[src/rtl/npu_add_pkg.sv]
// rtl/npu_add_pkg.sv - shared types and constants for the INT8 element-wise ADD lane
// Contents: packed quant-set width and 32-bit field offsets, scheduler FSM encoding.
package npu_add_pkg;

    localparam int QCFG_W = 384;
    localparam int QF_W   = 32;

    // Bit offsets of the twelve 32-bit fields inside the packed quant set.
    localparam int QF_IN1_OFF    = 0 * QF_W;
    localparam int QF_IN2_OFF    = 1 * QF_W;
    localparam int QF_LEFT_SHIFT = 2 * QF_W;
    localparam int QF_IN1_MULT   = 3 * QF_W;
    localparam int QF_IN2_MULT   = 4 * QF_W;
    localparam int QF_IN1_SHIFT  = 5 * QF_W;
    localparam int QF_IN2_SHIFT  = 6 * QF_W;
    localparam int QF_OUT_MULT   = 7 * QF_W;
    localparam int QF_OUT_SHIFT  = 8 * QF_W;
    localparam int QF_OUT_OFF    = 9 * QF_W;
    localparam int QF_ACT_MIN    = 10 * QF_W;
    localparam int QF_ACT_MAX    = 11 * QF_W;

    typedef enum logic [2:0] {
        ST_IDLE  = 3'd0,
        ST_LOAD  = 3'd1,
        ST_ISSUE = 3'd2,
        ST_DRAIN = 3'd3,
        ST_DONE  = 3'd4
    } sched_state_t;

endpackage

[src/rtl/add_sched_retire.sv]
// rtl/add_sched_retire.sv - retire counter, result write-back register and sticky error
// Ports: clk, rst (sync, active-low), clr (job accepted), accept_en (job in ISSUE/DRAIN),
//        len/dst_base (job shadows), add_valid/add_out (ADD results),
//        out_wr_en/out_wr_addr/out_wr_data (write-back), ret_cnt, err.
module add_sched_retire #(
    parameter int ADDR_W = 16,
    parameter int LEN_W  = 16
) (
    input  logic              clk,
    input  logic              rst,
    input  logic              clr,
    input  logic              accept_en,
    input  logic [LEN_W-1:0]  len,
    input  logic [ADDR_W-1:0] dst_base,
    input  logic              add_valid,
    input  logic [7:0]        add_out,
    output logic              out_wr_en,
    output logic [ADDR_W-1:0] out_wr_addr,
    output logic [7:0]        out_wr_data,
    output logic [LEN_W-1:0]  ret_cnt,
    output logic              err
);

    logic              wr_en_q,   wr_en_d;
    logic [ADDR_W-1:0] wr_addr_q, wr_addr_d;
    logic [7:0]        wr_data_q, wr_data_d;
    logic [LEN_W-1:0]  ret_cnt_q, ret_cnt_d;
    logic              err_q,     err_d;

    always_comb begin
        wr_en_d   = 1'b0;
        wr_addr_d = wr_addr_q;
        wr_data_d = wr_data_q;
        ret_cnt_d = ret_cnt_q;
        err_d     = err_q;
        if (clr) begin
            ret_cnt_d = '0;
            err_d     = 1'b0;
        end
        if (add_valid) begin
            // A result is only legal while a job is running and still owes results.
            if (accept_en && (ret_cnt_q != len)) begin
                wr_en_d   = 1'b1;
                wr_addr_d = dst_base + ADDR_W'(ret_cnt_q);
                wr_data_d = add_out;
                ret_cnt_d = ret_cnt_q + LEN_W'(1);
            end else begin
                err_d = 1'b1;
            end
        end
    end

    always_ff @(posedge clk) begin
        if (!rst) begin
            wr_en_q   <= 1'b0;
            wr_addr_q <= '0;
            wr_data_q <= '0;
            ret_cnt_q <= '0;
            err_q     <= 1'b0;
        end else begin
            wr_en_q   <= wr_en_d;
            wr_addr_q <= wr_addr_d;
            wr_data_q <= wr_data_d;
            ret_cnt_q <= ret_cnt_d;
            err_q     <= err_d;
        end
    end

    assign out_wr_en   = wr_en_q;
    assign out_wr_addr = wr_addr_q;
    assign out_wr_data = wr_data_q;
    assign ret_cnt     = ret_cnt_q;
    assign err         = err_q;

endmodule

[src/rtl/add_elem_scheduler.sv]
// rtl/add_elem_scheduler.sv - job sequencer for one INT8 element-wise ADD lane
// Ports: clk, rst (sync, active-low); job request start/len/src1_base/src2_base/dst_base/cfg_quant;
//        status busy/done/err; operand SRAM reads mem1_*/mem2_*; ADD pipeline add_input_valid/
//        add_in1/add_in2/add_quant/add_out/add_valid; result write out_wr_*.
// Option: ADD_SCHED_BROADCAST_EN adds bcast2, which reads operand 2 once in LOAD and reuses it.
module add_elem_scheduler
    import npu_add_pkg::*;
#(
    parameter int ADDR_W  = 16,
    parameter int LEN_W   = 16,
    parameter int ADD_LAT = 10
) (
    input  logic              clk,
    input  logic              rst,
    input  logic              start,
    input  logic [LEN_W-1:0]  len,
    input  logic [ADDR_W-1:0] src1_base,
    input  logic [ADDR_W-1:0] src2_base,
    input  logic [ADDR_W-1:0] dst_base,
    input  logic [QCFG_W-1:0] cfg_quant,
`ifdef ADD_SCHED_BROADCAST_EN
    input  logic              bcast2,
`endif
    output logic              busy,
    output logic              done,
    output logic              err,
    output logic              mem1_rd_en,
    output logic [ADDR_W-1:0] mem1_rd_addr,
    input  logic [7:0]        mem1_rd_data,
    output logic              mem2_rd_en,
    output logic [ADDR_W-1:0] mem2_rd_addr,
    input  logic [7:0]        mem2_rd_data,
    output logic              add_input_valid,
    output logic [7:0]        add_in1,
    output logic [7:0]        add_in2,
    output logic [QCFG_W-1:0] add_quant,
    input  logic [7:0]        add_out,
    input  logic              add_valid,
    output logic              out_wr_en,
    output logic [ADDR_W-1:0] out_wr_addr,
    output logic [7:0]        out_wr_data
);

    sched_state_t      state_q, state_d;
    logic [LEN_W-1:0]  len_q, len_d;
    logic [ADDR_W-1:0] src1_q, src1_d;
    logic [ADDR_W-1:0] src2_q, src2_d;
    logic [ADDR_W-1:0] dst_q, dst_d;
    logic [QCFG_W-1:0] quant_q, quant_d;
    logic [LEN_W-1:0]  issue_cnt_q, issue_cnt_d;
    logic              aiv_q, aiv_d;
    logic [LEN_W-1:0]  ret_cnt;
    logic              job_accept;
    logic              issuing;
    logic [7:0]        in2_src;

`ifdef ADD_SCHED_BROADCAST_EN
    logic              bcast_q, bcast_d;
    logic              bcast_rd_q, bcast_rd_d;
    logic [7:0]        bcast_byte_q, bcast_byte_d;
`endif

    assign job_accept = (state_q == ST_IDLE) && start;
    assign issuing    = (state_q == ST_ISSUE);

    always_comb begin
        state_d     = state_q;
        len_d       = len_q;
        src1_d      = src1_q;
        src2_d      = src2_q;
        dst_d       = dst_q;
        quant_d     = quant_q;
        issue_cnt_d = issue_cnt_q;
        aiv_d       = issuing;
        unique case (state_q)
            ST_IDLE: begin
                if (start) begin
                    state_d     = ST_LOAD;
                    len_d       = len;
                    src1_d      = src1_base;
                    src2_d      = src2_base;
                    dst_d       = dst_base;
                    quant_d     = cfg_quant;
                    issue_cnt_d = '0;
                end
            end
            ST_LOAD:  state_d = (len_q == '0) ? ST_DONE : ST_ISSUE;
            ST_ISSUE: begin
                issue_cnt_d = issue_cnt_q + LEN_W'(1);
                if (issue_cnt_d == len_q) state_d = ST_DRAIN;
            end
            ST_DRAIN: if (ret_cnt == len_q) state_d = ST_DONE;
            ST_DONE:  state_d = ST_IDLE;
            default:  state_d = ST_IDLE;
        endcase
    end

`ifdef ADD_SCHED_BROADCAST_EN
    // The broadcast byte is read in LOAD and lands one cycle later, before the first issue.
    always_comb begin
        bcast_d      = job_accept ? bcast2 : bcast_q;
        bcast_rd_d   = (state_q == ST_LOAD) && bcast_q;
        bcast_byte_d = bcast_rd_q ? mem2_rd_data : bcast_byte_q;
    end

    always_ff @(posedge clk) begin
        if (!rst) begin
            bcast_q      <= 1'b0;
            bcast_rd_q   <= 1'b0;
            bcast_byte_q <= '0;
        end else begin
            bcast_q      <= bcast_d;
            bcast_rd_q   <= bcast_rd_d;
            bcast_byte_q <= bcast_byte_d;
        end
    end

    assign mem2_rd_en = bcast_q ? (state_q == ST_LOAD) : issuing;
    assign in2_src    = bcast_q ? bcast_byte_q : mem2_rd_data;
`else
    assign mem2_rd_en = issuing;
    assign in2_src    = mem2_rd_data;
`endif

    always_ff @(posedge clk) begin
        if (!rst) begin
            state_q     <= ST_IDLE;
            len_q       <= '0;
            src1_q      <= '0;
            src2_q      <= '0;
            dst_q       <= '0;
            quant_q     <= '0;
            issue_cnt_q <= '0;
            aiv_q       <= 1'b0;
        end else begin
            state_q     <= state_d;
            len_q       <= len_d;
            src1_q      <= src1_d;
            src2_q      <= src2_d;
            dst_q       <= dst_d;
            quant_q     <= quant_d;
            issue_cnt_q <= issue_cnt_d;
            aiv_q       <= aiv_d;
        end
    end

    assign busy         = (state_q != ST_IDLE);
    assign done         = (state_q == ST_DONE);
    assign mem1_rd_en   = issuing;
    assign mem1_rd_addr = src1_q + ADDR_W'(issue_cnt_q);
    // issue_cnt is still 0 in LOAD, so this also addresses the broadcast read.
    assign mem2_rd_addr = src2_q + ADDR_W'(issue_cnt_q);

    // SRAM data is valid exactly in the cycle after the read, which is when aiv_q is high.
    assign add_input_valid = aiv_q;
    assign add_in1         = aiv_q ? mem1_rd_data : 8'h00;
    assign add_in2         = aiv_q ? in2_src : 8'h00;
    assign add_quant       = quant_q;

    add_sched_retire #(
        .ADDR_W (ADDR_W),
        .LEN_W  (LEN_W)
    ) u_retire (
        .clk         (clk),
        .rst         (rst),
        .clr         (job_accept),
        .accept_en   ((state_q == ST_ISSUE) || (state_q == ST_DRAIN)),
        .len         (len_q),
        .dst_base    (dst_q),
        .add_valid   (add_valid),
        .add_out     (add_out),
        .out_wr_en   (out_wr_en),
        .out_wr_addr (out_wr_addr),
        .out_wr_data (out_wr_data),
        .ret_cnt     (ret_cnt),
        .err         (err)
    );

endmodule

[config.mk]
export PLATFORM = sky130hd
export DESIGN_NAME = add_elem_scheduler
export DESIGN_NICKNAME = d
export VERILOG_FILES = /design/src/rtl/npu_add_pkg.sv /design/src/rtl/add_sched_retire.sv /design/src/rtl/add_elem_scheduler.sv
export SDC_FILE = /design/constraint.sdc
export NUM_CORES = 1
export LEC_CHECK = 0
export CORE_AREA = 2 2 361 363
export DETAILED_ROUTE_END_ITERATION = 8
export DIE_AREA = 0 0 363 365
export GPL_ROUTABILITY_DRIVEN = 0
export HOLD_SLACK_MARGIN = 0.06
export PLACE_DENSITY = 0.4
export SETUP_SLACK_MARGIN = 0.3
export SLEW_MARGIN = 20
export SYNTH_ARGS = -nofsm -noshare
export SYNTH_HDL_FRONTEND = slang
export SYNTH_SLANG_ARGS = --single-unit
[constraint.sdc]
create_clock -name clk -period 3.4 [get_ports clk]
set_input_delay 0.68 -clock clk [delete_from_list [all_inputs] [get_ports clk]]
set_output_delay 0.68 -clock clk [all_outputs]
set_load 0.1 [all_outputs]
==> out/results.tsv, run 1 <==
metric	value	unit
outcome	finished with violations	
failing checks	negative setup slack	
Clk pwr share	23.1	%
flop-to-flop setup slack	0.83	ns
vias post-DR	21482	
clock sink total	510	
Sw Share	51.70	%
vias in the first global route	21082	
total gr overflow	0	
FF-to-FF path depth	9	
row count	132	
hold slack final	0.4517	ns
maximum VDD drop	0.0005276	V
YS warnings	0	
power per cell area	923.3	mW/mm²
largest area contributor in the netlist	dfxtp_1	
Sw Pwr	16.81	mW
Setup-failing EPs final	13	
number of library cell types mapped by synthesis	69	
hold-fix buffers at CTS	0	
H-Tree Depth	3	
Overall Power	32.51	mW
setup ws final	-0.3164	ns
CP endpoint kind	output pin	
Via density	4.023	
fill count	13981	
Initial Utilization	16.20	%
delay of the slowest cell on the worst path	0.38	ns
MaxCap Viol Count	0	
Seq/Total Area, Yosys	48.97	%
Tot GR Track Use	14.74	%
CP Class	reg2out	
multi-input logic area	0.01046	mm²
CTS tree	yes	
Die Y	365	µm
post-synth top area share	48.97	%
DR iter-0 viols	1130	
worst skew pair latency	0.66	ns
first-pass GRT wire length	145.2	mm
Async S/R FF share, synth	0	%
Synth area leaders	dfxtp_1 49%, nand2_1 17%, a21oi_1 12%	
chain of cells forming the critical path	ha_4, a211oi_4, o21ai_2, a211o_1, a211o_4, a311oi_4, xnor2_4, buf_12	
I/O pins	939	
core area	0.1287	mm²
routed length per instance	19.34	µm
Longest Clk Path Bufs	3	
main flop type after synthesis	dfxtp_1	
final hold vios	0	
Seq pwr share	24.8	%
synthesized cell area	0.02085	mm²
RSZ-0062 raised after global routing	true	
RR Startpoint	u_retire.ret_cnt[0]$_SDFF_PN0_	
clock-pin slew on the worst setup and hold paths	0.06	ns
Period minus WS final	3.716	ns
initial antenna violation count	18	
die area	0.1325	mm²
top cells by count, synth	940 x nand2_1, 510 x dfxtp_1, 492 x a21oi_1	
PortBufs	938	
Min-Delay Path Class	reg2reg	
Max Transition Viols Final	0	
Worst slew margin	33.59	%
Mapped Avg Cell Area	7.834	µm²
residual DRC count	0	
leakage	14.04	nW
die span in x	363	µm
Post-DRT Antenna Nets	0	
most frequent cell after synthesis	nand2_1	
Post-Route WL	103.3	mm
EDFF count, synth	0	
# nets final	4124	
ratio of cells with drive above 1 in the final layout	19.45	%
Slowest-stage cell, CP	a211o_4	
Slew @ Worst Pin	0.9930	ns
Worst Setup SP	src1_q[1]$_SDFFE_PN0P_	
period utilization	109.3	%
HPWL after DPL	78.88	mm
DRT Pass-1 Iters	5	
net count after synthesis	3187	
internal power	15.70	mW
Achievable Freq	269.1	MHz
largest net degree at the start of global routing	100	
Setup crit end	mem1_rd_addr[13]	
register area	0.01022	mm²
CTS root buf	clkbuf_16	
Area Overhead vs Synth	68.91	%
Seq cells post-synth	510	
post-placement worst setup slack	0.1117	ns
Worst setup SP type	register	
Worst EP required	2.72	ns
crit path max fanout	3	
Worst Skew	0.02512	ns
RR Endpoint	u_retire.out_wr_addr[14]$_SDFFE_PN0P_	
CP Data Arrival Time	3.04	ns
Mapped Cells	2661	
combinational share of power	52.1	%
clock buffer count from CTS	70	
## power groups by stage
stage                     registers, mW  logic (mW)  clock network, mW
after global routing               8.22        17.7               8.01
after detailed placement           8.16        17.0                  0
after CTS                          8.07        17.1               7.80
final                              8.05        16.9               7.51
after global placement             8.14        17.0                  0
after floorplan                    15.6        4.48                  0
## worst max-delay path, delay by kind of cell, from the launching register on
family,cells,cell delay [ns]
AO/OA/AOI/OAI,5,1.43
flip-flops,1,0.34
XOR/XNOR,1,0.16
buffers and inverters,1,0.19
adder cells (fa/ha/maj),1,0.25
## final cells by class
cell class / count / area share, %
multi-input combinational: 1943 / 29.69
sequential: 510 / 29.03
timing repair buffer: 1046 / 28.28
clock buffer: 103 / 5.955
tap: 1675 / 5.952
clock inverter: 22 / 0.6751
inverter: 27 / 0.3091
antenna: 14 / 0.09949
## placed cells by master (no fill, tap or decap), drive strengths merged, types with 6 or more instances in the layout
master,n
diode,14
dfxtp,510
xor2,18
nor3,21
clkinv,13
nor2b,12
and3,11
o21ai,37
buf,503
nand3b,6
nand2,940
nor4,13
or3,9
nand2b,7
mux2i,20
a21oi,493
nor2,70
clkbuf,103
nand3,25
clkdlybuf4s50,543
o21a,11
a21o,14
xnor2,60
a211oi,10
and2,26
inv,31
nand4,14
ha,47
## flip-flops by register name, summed over array words and instances, names as in the netlist, 3 cells and up
register and flops:
add_quant 384, dst_q 16, issue_cnt_q 16, len_q 16, src1_q 16, src2_q 16
state_q 3, u_retire.out_wr_addr 16, u_retire.out_wr_data 8, u_retire.ret_cnt 16
## per-stage QoR
| stage | TNS [ns] | util [%] | instance area, µm² | std cells |
|---|---|---|---|---|
| 2_1_floorplan | -0.1346 | - | 21120 | 2661 |
| 3_3_place_gp | 0 | 25.04 | 32210 | 5180 |
| 3_5_place_dp | 0 | 25.04 | 32210 | 5180 |
| 4_1_cts | -3.260 | 27.25 | 35060 | 5321 |
| 5_1_grt | -5.066 | 27.37 | 35210 | 5340 |
| 6_report | -2.542 | 27.37 | 35210 | 5340 |
## kinds of logic after synthesis
kind of cell / synth area share (%)
adders and majority gates: 3.109
and+or+nand+nor: 23.08
AOI/OAI and AO/OA: 16.47
muxes: 0.9603
xor gates and xnor gates: 3.277
DFF: 48.97
buffers and inverters: 4.123
## worst min-delay path by stage
stage,start,end,cells past startpoint
floorplan,dst_q[0]$_SDFFE_PN0P_,dst_q[0]$_SDFFE_PN0P_,2
global placement,add_quant[117]$_SDFFE_PN0P_,add_quant[117]$_SDFFE_PN0P_,2
detailed placement,add_quant[320]$_SDFFE_PN0P_,add_quant[320]$_SDFFE_PN0P_,2
CTS,add_quant[320]$_SDFFE_PN0P_,add_quant[320]$_SDFFE_PN0P_,2
global route,add_quant[46]$_SDFFE_PN0P_,add_quant[46]$_SDFFE_PN0P_,2
finish,add_quant[369]$_SDFFE_PN0P_,add_quant[369]$_SDFFE_PN0P_,2
## metal layers
metal | vias up | track usage (%) | part of all wire, %
met1 | 10072 | 17.07 | 40
met2 | 552 | 25.52 | 51
met4 | 2 | 5.175 | 2.6
met5 | - | 0 | 0.017
met3 | 122 | 4.590 | 6.5
li1 | 10734 | - | -
## repair_timing
| item | CTS | global route |
|---|---|---|
| buffers inserted | 16 | 5 |
| pin swaps | 33 | 20 |
| setup endpoints to repair | 23 | 24 |
| gates resized for setup | 79 | 16 |
Power figures use the tool's default switching activity.
==> run 2, diff against run 1 <==
DONT_BUFFER_PORTS = 1   (was default)
PLACE_DENSITY = 0.32   (was 0.4)
SYNTH_HIERARCHICAL = 1   (was default)
==> run 2 against run 1 <==
Net effect: the flow finishes with violations (max-slew violations, negative setup slack); setup slack better by 0.051 ns; worst hold slack got worse by 0.31 ns; total power down 14%; non-clock buffer count decreased by 894; first-iteration DRC count decreased by 17%; largest power group is now registers; critical path depth up 2; sequential share of layout area grew 7.4 points; clock power is 2% lower; synthesized cell count grew 1.9%.
==> out/results.tsv, run 2 <==
metric	value	unit	change
outcome	finished with violations		unchanged
failing checks	max-slew violations, negative setup slack		was negative setup slack
chain of cells forming the critical path	ha_4, inv_2, fa_2, nor2b_2, o31a_1, o211ai_1, a21oi_1, or4b_1, nand3_2, buf_12		was ha_4, a211oi_4, o21ai_2, a211o_1, a211o_4, a311oi_4, xnor2_4, buf_12
CP Data Arrival Time	2.99	ns	was 3.04 ns
final core occ	21.86	%	was 27.37%
Achievable Freq	272.8	MHz	was 269.1 MHz
post-synth top area share	45.72	%	was 48.97%
# nets final	3272		was 4124
vias in the first global route	18598		was 21082
EDFF count, synth	0		unchanged
most frequent cell after synthesis	nand2_1		unchanged
hold-fix buffers at CTS	0		unchanged
delay of the slowest cell on the worst path	0.56	ns	was 0.38 ns
routed length per instance	21.91	µm	was 19.34 µm
HPWL after DPL	72.62	mm	was 78.88 mm
Worst slew margin	-37.21	%	was 33.59%
synthesized cell area	0.02233	mm²	was 0.02085 mm²
maximum VDD drop	0.0004149	V	was 0.0005276 V
most frequent cells in the layout	984 x nand2_1, 489 x dfxtp_1, 384 x a21boi_0		was 938 x nand2_1, 543 x clkdlybuf4s50_1, 501 x dfxtp_1
die area	0.1325	mm²	unchanged
Synth area leaders	dfxtp_1 46%, nand2_1 17%, a21boi_0 13%		was dfxtp_1 49%, nand2_1 17%, a21oi_1 12%
PortBufs	0		was 938
MaxCap Viol Count	0		unchanged
Async S/R FF share, synth	0	%	unchanged
clock sink total	510		unchanged
ratio of cells with drive above 1 in the final layout	13.69	%	was 19.45%
die span in x	363	µm	unchanged
Period minus WS final	3.666	ns	was 3.716 ns
CTS root buf	clkbuf_16		unchanged
total gr overflow	0		unchanged
Post-Route WL	98.11	mm	was 103.3 mm
Worst setup SP type	register		unchanged
power per cell area	999.4	mW/mm²	was 923.3 mW/mm²
number of library cell types mapped by synthesis	67		was 69
RR Startpoint	dst_q[0]$_SDFFE_PN0P_		was u_retire.ret_cnt[0]$_SDFF_PN0_
Seq/Total Area, Yosys	45.72	%	was 48.97%
CP Class	reg2out		unchanged
initial antenna violation count	20		was 18
setup ws final	-0.2655	ns	was -0.3164 ns
commonest non-fill, non-tap cell in the layout	nand2_1		unchanged
Longest Clk Path Bufs	3		unchanged
CP endpoint kind	output pin		unchanged
vias post-DR	18585		was 21482
worst skew pair latency	0.67	ns	was 0.66 ns
largest net degree at the start of global routing	533		was 100
largest area contributor in the netlist	dfxtp_1		unchanged
RSZ-0062 raised after global routing	true		unchanged
I/O pins	939		unchanged
Min-Delay Path Class	in2reg		was reg2reg
DRT Pass-1 Iters	5		unchanged
final hold vios	0		unchanged
DR iter-0 viols	934		was 1130
net count after synthesis	3238		was 3187
period utilization	107.8	%	was 109.3%
Area Overhead vs Synth	25.98	%	was 68.91%
clock-pin slew on the worst setup and hold paths	0.05	ns	was 0.06 ns
Worst EP required	2.72	ns	about the same
Worst Skew	0.02860	ns	was 0.02512 ns
FF-to-FF path depth	8		was 9
Initial Utilization	17.36	%	was 16.20%
main flop type after synthesis	dfxtp_1		unchanged
hold slack final	0.1443	ns	was 0.4517 ns
Worst Setup SP	issue_cnt_q[0]$_SDFFE_PN0P_		was src1_q[1]$_SDFFE_PN0P_
first-pass GRT wire length	137.1	mm	was 145.2 mm
YS warnings	6		was 0
leakage	10.26	nW	was 14.04 nW
Die Y	365	µm	unchanged
CTS tree	yes		unchanged
Slowest-stage cell, CP	or4b_1		was a211o_4
Via density	4.150		was 4.023
WHS Path Cells	2		unchanged
residual DRC count	0		unchanged
Slew @ Worst Pin	2.058	ns	was 0.9930 ns
Tot GR Track Use	14.12	%	was 14.74%
Mapped Cells	2712		was 2661
Mapped Avg Cell Area	8.233	µm²	was 7.834 µm²
Seq cells post-synth	510		unchanged
Largest register FFs	384		unchanged
Final Non-Filler Cells	4478		was 5340
clock buffer count from CTS	69		was 70
Max Transition Viols Final	213		was 0
row count	132		unchanged
core area	0.1287	mm²	unchanged
worst hold start	cfg_quant[54]		was add_quant[369]$_SDFFE_PN0P_
H-Tree Depth	3		unchanged
top cells by count, synth	986 x nand2_1, 510 x dfxtp_1, 385 x a21boi_0		was 940 x nand2_1, 510 x dfxtp_1, 492 x a21oi_1
Placed Instances	4331		was 5180
Post-DRT Antenna Nets	0		unchanged
Setup-failing EPs final	9		was 13
crit path max fanout	3		unchanged
==> run 2: metrics by stage <==
stage | worst slack (ns) | area [µm²] | power, mW | setup TNS, ns
after floorplan | -0.09617 | 22570 | 18.66 | -0.09617
after global placement | 0.1356 | 25030 | 20.85 | 0
after detailed placement | 0.1443 | 25030 | 20.87 | 0
after CTS | -0.4044 | 27880 | 28.59 | -2.790
after global routing | -0.4321 | 28120 | 29.47 | -2.979
final | -0.2655 | 28130 | 28.11 | -1.290
==> run 2: metal layers <==
layer  track usage (%)  wire (µm)  up-vias
met2             23.68      47540      621
met5                 0        115        -
met4             4.947       2600       18
met1             15.78      38090     8723
met3             6.347       9759      140
li1                  -          -     9083
==> run 2: area by class of cell <==
cell class	instances	area [µm²]
well taps	1675	2096
fillers	14234	100500
clock inverters	21	291.5
repair buffers	152	1514
flip-flops and latches	510	10260
multi-input cells	1986	11910
clock buffers	102	1941
diodes	5	12.51
inverters	27	108.9
==> run 2: path summary, 6_finish.rpt <==
kind	end	slack [ns]
worst max-delay path	mem2_rd_addr[10]	-0.27
worst min-delay path	add_quant[54]$_SDFFE_PN0P_	0.14
worst max register to register	u_retire/out_wr_addr[14]$_SDFFE_PN0P_	0.69
worst min register to register	dst_q[3]$_SDFFE_PN0P_	0.47
==> run 2: cell families (layout without fill, tap and decap cells) <==
logic type | Yosys count | in the layout | share of synthesized area (%)
other | 0 | 5 | 0
adders and majority gates | 50 | 50 | 2.903
muxes | 3 | 3 | 0.1345
DFF | 510 | 510 | 45.72
and+or+nand+nor | 1183 | 1183 | 21.84
xor gates and xnor gates | 93 | 93 | 3.648
AOI/OAI and AO/OA | 657 | 657 | 21.19
buffers and inverters | 216 | 302 | 4.556
==> run 2: power by group <==
group | switching (mW) | internal, mW
sequential | 7.42 | 7.06
clock | 3.06 | 4.30
combinational | 4.40 | 1.88
==> run 2: critical path, delay by kind of cell (launching register included) <==
family / cells / cell delay [ns]
flops: 1 / 0.34
simple gates: 3 / 0.72
buf+inv: 2 / 0.22
compound gates: 3 / 0.69
fa+ha+maj: 2 / 0.36
==> run 2: timing repair <==
action	CTS	global route
buffers inserted	13	6
gates cloned	0	0
setup endpoints to repair	24	24
gates resized for setup	116	36
pin swaps	35	20
